==> src/rtl/vga_sync_gen.sv <==
// VGA raster counters, sync pulses, display qualifier and line/frame strobes.
// Define VGA_SYNC_FRAME_CNT_EN to add the 16-bit completed-frame counter.
module vga_sync_gen #(
  parameter int H_ACTIVE = 640,
  parameter int H_FP     = 16,
  parameter int H_SYNC   = 96,
  parameter int H_BP     = 48,
  parameter int V_ACTIVE = 480,
  parameter int V_FP     = 10,
  parameter int V_SYNC   = 2,
  parameter int V_BP     = 33,
  parameter bit SYNC_POL = 1'b0
) (
  input  logic        VGA_clk,
  input  logic        reset,
  output logic [9:0]  xCount,
  output logic [9:0]  yCount,
  output logic        displayArea,
  output logic        VGA_hSync,
  output logic        VGA_vSync,
  output logic        lineEnd,
`ifdef VGA_SYNC_FRAME_CNT_EN
  output logic        frameEnd,
  output logic [15:0] frameCount
`else
  output logic        frameEnd
`endif
);

  localparam int H_TOTAL = H_ACTIVE + H_FP + H_SYNC + H_BP;
  localparam int V_TOTAL = V_ACTIVE + V_FP + V_SYNC + V_BP;

  localparam logic [9:0] X_LAST = 10'(H_TOTAL - 1);
  localparam logic [9:0] Y_LAST = 10'(V_TOTAL - 1);
  localparam logic [9:0] X_ACT  = 10'(H_ACTIVE);
  localparam logic [9:0] Y_ACT  = 10'(V_ACTIVE);
  localparam logic [9:0] HS_BEG = 10'(H_ACTIVE + H_FP);
  localparam logic [9:0] HS_END = 10'(H_ACTIVE + H_FP + H_SYNC - 1);
  localparam logic [9:0] VS_BEG = 10'(V_ACTIVE + V_FP);
  localparam logic [9:0] VS_END = 10'(V_ACTIVE + V_FP + V_SYNC - 1);

  logic       x_end;
  logic       y_end;
  logic [9:0] x_nxt;
  logic [9:0] y_nxt;

  always_comb begin
    x_end = (xCount == X_LAST);
    y_end = (yCount == Y_LAST);
    x_nxt = x_end ? 10'd0 : xCount + 10'd1;
    y_nxt = yCount;
    if (x_end) begin
      y_nxt = y_end ? 10'd0 : yCount + 10'd1;
    end
  end

  // Flags decode the next counter values so they register alongside them.
  always_ff @(posedge VGA_clk) begin
    if (reset) begin
      xCount      <= 10'd0;
      yCount      <= 10'd0;
      displayArea <= 1'b1;
      VGA_hSync   <= ~SYNC_POL;
      VGA_vSync   <= ~SYNC_POL;
      lineEnd     <= 1'b0;
      frameEnd    <= 1'b0;
    end else begin
      xCount      <= x_nxt;
      yCount      <= y_nxt;
      displayArea <= (x_nxt < X_ACT) && (y_nxt < Y_ACT);
      VGA_hSync   <= ((x_nxt >= HS_BEG) && (x_nxt <= HS_END))
                     ? SYNC_POL : ~SYNC_POL;
      VGA_vSync   <= ((y_nxt >= VS_BEG) && (y_nxt <= VS_END))
                     ? SYNC_POL : ~SYNC_POL;
      lineEnd     <= (x_nxt == X_LAST);
      frameEnd    <= (x_nxt == X_LAST) && (y_nxt == Y_LAST);
    end
  end

`ifdef VGA_SYNC_FRAME_CNT_EN
  always_ff @(posedge VGA_clk) begin
    if (reset) begin
      frameCount <= 16'd0;
    end else if (x_end && y_end) begin
      frameCount <= frameCount + 16'd1;
    end
  end
`endif

endmodule

==> config.mk <==
export PLATFORM = sky130hd
export DESIGN_NAME = vga_sync_gen
export DESIGN_NICKNAME = d
export VERILOG_FILES = /design/src/rtl/vga_sync_gen.sv
export SDC_FILE = /design/constraint.sdc
export NUM_CORES = 1
export LEC_CHECK = 0
export CORE_MARGIN = 2
export CORE_UTILIZATION = 50
export DETAILED_ROUTE_END_ITERATION = 10
export PLACE_DENSITY = 0.81
export SLEW_MARGIN = 30
export SYNTH_ARGS = -nofsm -noshare
export SYNTH_HDL_FRONTEND = slang
export SYNTH_SLANG_ARGS = --single-unit
==> constraint.sdc <==
create_clock -name VGA_clk -period 2.18 [get_ports VGA_clk]
set_input_delay 0.436 -clock VGA_clk [delete_from_list [all_inputs] [get_ports VGA_clk]]
set_output_delay 0.436 -clock VGA_clk [all_outputs]
set_load 0.02 [all_outputs]
* After elaboration in Yosys (flattened, before gate mapping)
Cells that the tools add are included.
Word-level totals: flip-flop bits (word level) 25, output and inout port bits 25, word-level logic and storage cells 28
Cells by class: $add $sub $neg 2, $lt $le $gt $ge 6, equal/unequal tests 4, mux-type cells 5, reduce and logical (&&, ||, !) cells 4
Operators with widths (number):
- 10-bit equality test, second input constant | 4
- 10-bit two-way mux | 3
- 10-bit by 1-bit adder with 10-bit output, second input constant | 2
- 10-bit >= comparator, second input constant | 1
- 10-bit by 9-bit >= comparator with 1-bit output, second input constant | 1
- 10-bit <= comparator, second input constant | 1
- 10-bit by 9-bit <= comparator with 1-bit output, second input constant | 1
- 10-bit < comparator, second input constant | 1
- 10-bit by 9-bit < comparator with 1-bit output, second input constant | 1
- 1-bit logical AND | 4
- 1-bit two-way mux | 2

* Longest topological paths before layout
depth after elaboration 6, depth in mapped cells 8

* Worst setup path before layout
No wires, ideal clock.
path type reg2reg, start register xCount[0], end register frameEnd, library setup time 116 ps, arrival time 1978 ps, required time 2064 ps, slack 86 ps, cell stages (with the launch flop) 9, clock period less this slack 2094 ps, cells stage by stage dfxtp_1 ha_1 and4_1 nand3_1 buf_6 nor3_4 mux2i_1 a21oi_1 and4_1
On the way: cells in the longest elaborated chain, start to end 4
RTL lines:
- start, declared | line 16 | output logic [9:0] xCount,
- start signal, assigned | line 68 | xCount <= x_nxt;
- 10-bit by 1-bit adder with 10-bit output or 10-bit equality test (tied branches) | line 50, 48
- 10-bit two-way mux (on tied branches) | line 50, 52
- 10-bit equality test | line 76 | frameEnd <= (x_nxt == X_LAST) && (y_nxt == Y_LAST);
- 1-bit logical AND * | line 76
- end signal, assigned | line 76
- end, declared | line 26 | output logic frameEnd
Mark *: on every way between the ends. The rest lies on a longest branch, timed or not. A chain may end at the register's enable or synchronous reset.

* Worst setup path after layout
start register xCount[0], end register displayArea
On the way: cells in the longest elaborated chain, start to end 4
RTL lines:
- 10-bit by 1-bit adder with 10-bit output or 10-bit equality test (tied branches) | line 50, 48
- 10-bit two-way mux (on tied branches) | line 50, 52
- 10-bit < comparator or 10-bit by 9-bit < comparator with 1-bit output (tied branches) | line 70 | displayArea <= (x_nxt < X_ACT) && (y_nxt < Y_ACT);
- 1-bit logical AND * | line 70
- end signal, assigned | line 70
- end, declared | line 18 | output logic displayArea,
Marked as above.

==> metrics.md <==
| Metric | Value |
|---|---|
| Status | `complete, no violations` |
| Worst ir drop on vdd | `0.3257 mV` |
| Total of flip-flops plus latches after synthesis | `25` |
| Insertion delay to the later sink of the worst-skew pair | `0.32 ns` |
| Final routed wirelength across all metal layers | `between 3000 and 4000 um` |
| Category of the worst setup path capture point | `flip-flop` |
| Slack of the worst reg-to-reg path | `around 0.17 ns` |
| Most frequent cells after synthesis | `dfxtp_1 (25), nor2_1 (20), nand2_1 (19)` |
| Fraction of met2 tracks used by global routing | `between 30% and 40%` |
| Layout cells sized above 1 | `~16%` |
| Reg-to-Reg Start | `xCount[0]$_SDFF_PP0_` |
| Number of violations of the max-capacitance limit | `0` |
| CTS tree | `built` |
| Number of synthesized flops with an enable pin | `0` |
| Routed WL per cell | `15.02 um` |
| Path category of the worst min-delay check | `reg -> reg` |
| Static leakage | `~0.73 nW` |
| Tcrit/Tclk final | `approximately 92%` |
| Post-CTS Setup Bufs | `0` |
| Worst hold start | `xCount[0]$_SDFF_PP0_` |
| Arrival time at the worst endpoint | `around 2.2 ns` |
| Unique masters post-synth | `46` |
| Die width | `approximately 60 um` |
| Number of remaining DRC errors | `0` |
| Hold Crit Endpoint | `xCount[0]$_SDFF_PP0_` |
| Worst-path cell with the longest stage delay | `dfxtp_1` |
| Detailed-placement wirelength estimate | `2945 um` |
| Global-route wire length before repair | `about 6200 um` |
| Num Clock Sinks | `25` |
| Final weighted congestion in routability-driven placement | `0.9222` |
| Row count | `20` |
| Kind of start point of the critical path | `flip-flop` |
| Number of standard cells in the layout, taps in and fillers out | `~260` |
| Req. time, crit path | `between 2 and 2.5 ns` |
| Most congested layer reported by global routing | `met1` |
| Synth-to-Final Area Change | `25.68%` |
| Shortest clock period the worst path allows after layout | `2.008 ns` |
| Vias per Instance | `around 5.8` |
| Worst-path fanout max | `6` |
| Post-route total power | `about 760 uW` |
| Mapped Nets | `191` |
| Sum Neg Setup Slack | `0 ns` |
| Warnings from Yosys | `0` |
| Fraction of synthesized cell area taken by the top area cell type | `about 32%` |
| Seq/Total Area, Yosys | `32.21%` |
| Final max-slew violation count | `0` |
| Netlist Area Pre-Place | `approximately 1600 sq um` |
| R2r worst-path depth | `7` |
| Average footprint of a synthesized cell | `between 8 and 9 sq um` |
| Setup Viol. Count Final | `0` |
| Achievable frequency | `~500 MHz` |
| Count of antenna-violating nets left after detailed routing | `0` |
| Die area | `3570 sq um` |
| Clock Tree Buf Depth | `2` |
| Critical path class | `reg -> reg` |
| Met1 GRT Util | `between 30% and 40%` |
| Critical path, cell by cell | `ha_1 > and4_1 > nand3_2 > nor2_1 > xor2_1 > nor3_1 > o41ai_2` |
| Final clock skew | `around 0.006 ns` |
| Transition time of the tightest slew-check pin | `between 0.5 and 0.6 ns` |
| Most numerous cell in the Yosys netlist | `dfxtp_1` |
| Inst Count DP | `between 200 and 300` |
| Top Ports | `27` |
| Met3 capacity usage during global routing | `roughly 3%` |
| Final design area excluding fillers | `between 1500 and 2000 sq um` |
| Cell type with the highest aggregate area in the netlist | `dfxtp_1` |
| RR Endpoint | `displayArea$_SDFF_PP1_` |
| Hold Path Cell Cnt | `2` |
| Number of buffers and inverters on the critical path | `0` |
| Clock root buffer | `clkbuf_4` |
| Area post-placement | `between 1500 and 2000 sq um` |
| Floorplan core area | `about 3000 sq um` |
| Antenna violations before repair | `0` |
| Share of flip-flops with an asynchronous set or reset | `0%` |
| TritonCTS Buffers | `3` |
| Final hold violation count | `0` |
| Vias in the first global route | `around 1300` |
| Syn Inst Count | `around 190` |
| CTS H-Tree Depth | `1` |
| Starting utilization of the core area | `51.75%` |
| TritonRoute pass-1 iters | `4` |
| Port Buf Inserts | `26` |
| Vert. Die Dim | `approximately 60 um` |
| Cell family with most CP delay | `simple AND/OR/NAND/NOR gates` |
| Largest stage delay on the critical path | `0.37 ns` |
| Power density cells | `slightly below 400 nW/um^2` |
| Total routing resource utilization after global routing | `about 23%` |
| Unrepaired setup endpoints after global routing | `false` |
| Ys flop type | `dfxtp_1` |
| First DRT Iteration DRCs | `72` |
| Net count, final | `230` |
| Overflow left after global routing | `0` |
| Worst slew margin relative to its limit | `65.93%` |
| Antenna cell count | `0` |
| CTS clock-pin slew for the worst setup and hold paths | `0.15 ns` |
| Final core utilization | `65.04%` |
| Pin count of the biggest net entering global routing | `16` |
| Main area contributors after synthesis | `dfxtp_1 (32%), xor2_1 (5.1%), nor2_1 (4.8%)` |
| Vias | `between 1000 and 1500` |
## metrics by stage
stage	setup WS, ns	hold WS, ns
after floorplan	0.08568	0.5179
after global placement	0.2261	0.5357
after detailed placement	0.1076	0.5703
after CTS	0.07236	0.5891
after global routing	0.02277	0.6011
final	0.1723	0.5851
## flip-flops by register name (all words and copies together), names as in the netlist
name and count:
lineEnd 1, VGA_vSync 1, yCount 10, VGA_hSync 1, frameEnd 1, displayArea 1
xCount 10
## cells by family after synthesis
kind of cell               count (synthesis)  share of synthesized area, %
DFF                                       25                         32.21
buffers and inverters                     19                         7.648
adders and majority gates                  4                         3.221
xor gates and xnor gates                  15                         8.454
AOI/OAI and AO/OA                         27                         11.92
muxes                                      3                         1.932
and+or+nand+nor                           92                         34.62
## routing by layer
metal / up-vias / part of all wire, %
met5: - / 0
li1: 730 / -
met1: 693 / 48
met4: 0 / 0.62
met2: 55 / 46
met3: 2 / 5.5
## tightest hold or removal path, delay by kind of cell, from the launching register on
kind | cells | cell delay [ns]
and+or+nand+nor | 1 | 0.05
buffers and inverters | 1 | 0.14
DFF | 1 | 0.37
## cell type report
| class | count | area (sq um) |
|---|---|---|
| Multi-Input combinational cell | 141 | 940.9 |
| Clock inverter | 1 | 7.507 |
| Fill cell | 273 | 1050 |
| Inverter | 6 | 22.52 |
| Sequential cell | 25 | 500.5 |
| Tap cell | 33 | 41.29 |
| Clock buffer | 3 | 22.52 |
| Timing Repair Buffer | 47 | 417.9 |
## where the power goes
part	internal, mW	switching [mW]
Combinational	0.0338	0.0389
Clock	0.0701	0.152
Sequential	0.464	0.00468
Total	0.567	0.196
## how the worst max path moves through the flow
stage                         startpoint                     end  slack (ns)  cells past startpoint
detailed placement  xCount[0]$_SDFF_PP0_  displayArea$_SDFF_PP1_        0.11                      7
global placement    xCount[0]$_SDFF_PP0_  displayArea$_SDFF_PP1_        0.23                      7
finish              xCount[0]$_SDFF_PP0_  displayArea$_SDFF_PP1_        0.17                      7
CTS                 xCount[0]$_SDFF_PP0_  displayArea$_SDFF_PP1_        0.07                      7
floorplan           xCount[0]$_SDFF_PP0_     frameEnd$_SDFF_PP0_        0.09                      8
global route        xCount[1]$_SDFF_PP0_  displayArea$_SDFF_PP1_        0.02                      7
## cells in the final DEF, fill, tap and decap left out, types with 4 or more instances in the layout
cell type / count
nand2b_1: 5
buf_4: 21
xnor2_1: 6
and3_1: 5
nand4_1: 4
nand3_1: 7
xor2_1: 9
a21oi_1: 5
ha_1: 4
nand2_1: 19
nor2_1: 20
o21ai_0: 6
dfxtp_1: 25
inv_1: 6
a31oi_1: 4
clkdlybuf4s50_1: 26
nor3_1: 10
## repair_timing
item | in CTS | in global routing
resized for setup | 0 | 2
hold buffers | 0 | 0
endpoints found under the hold margin | 0 | 0
setup endpoints to repair | 0 | 1
Power figures use the tool's default switching activity.
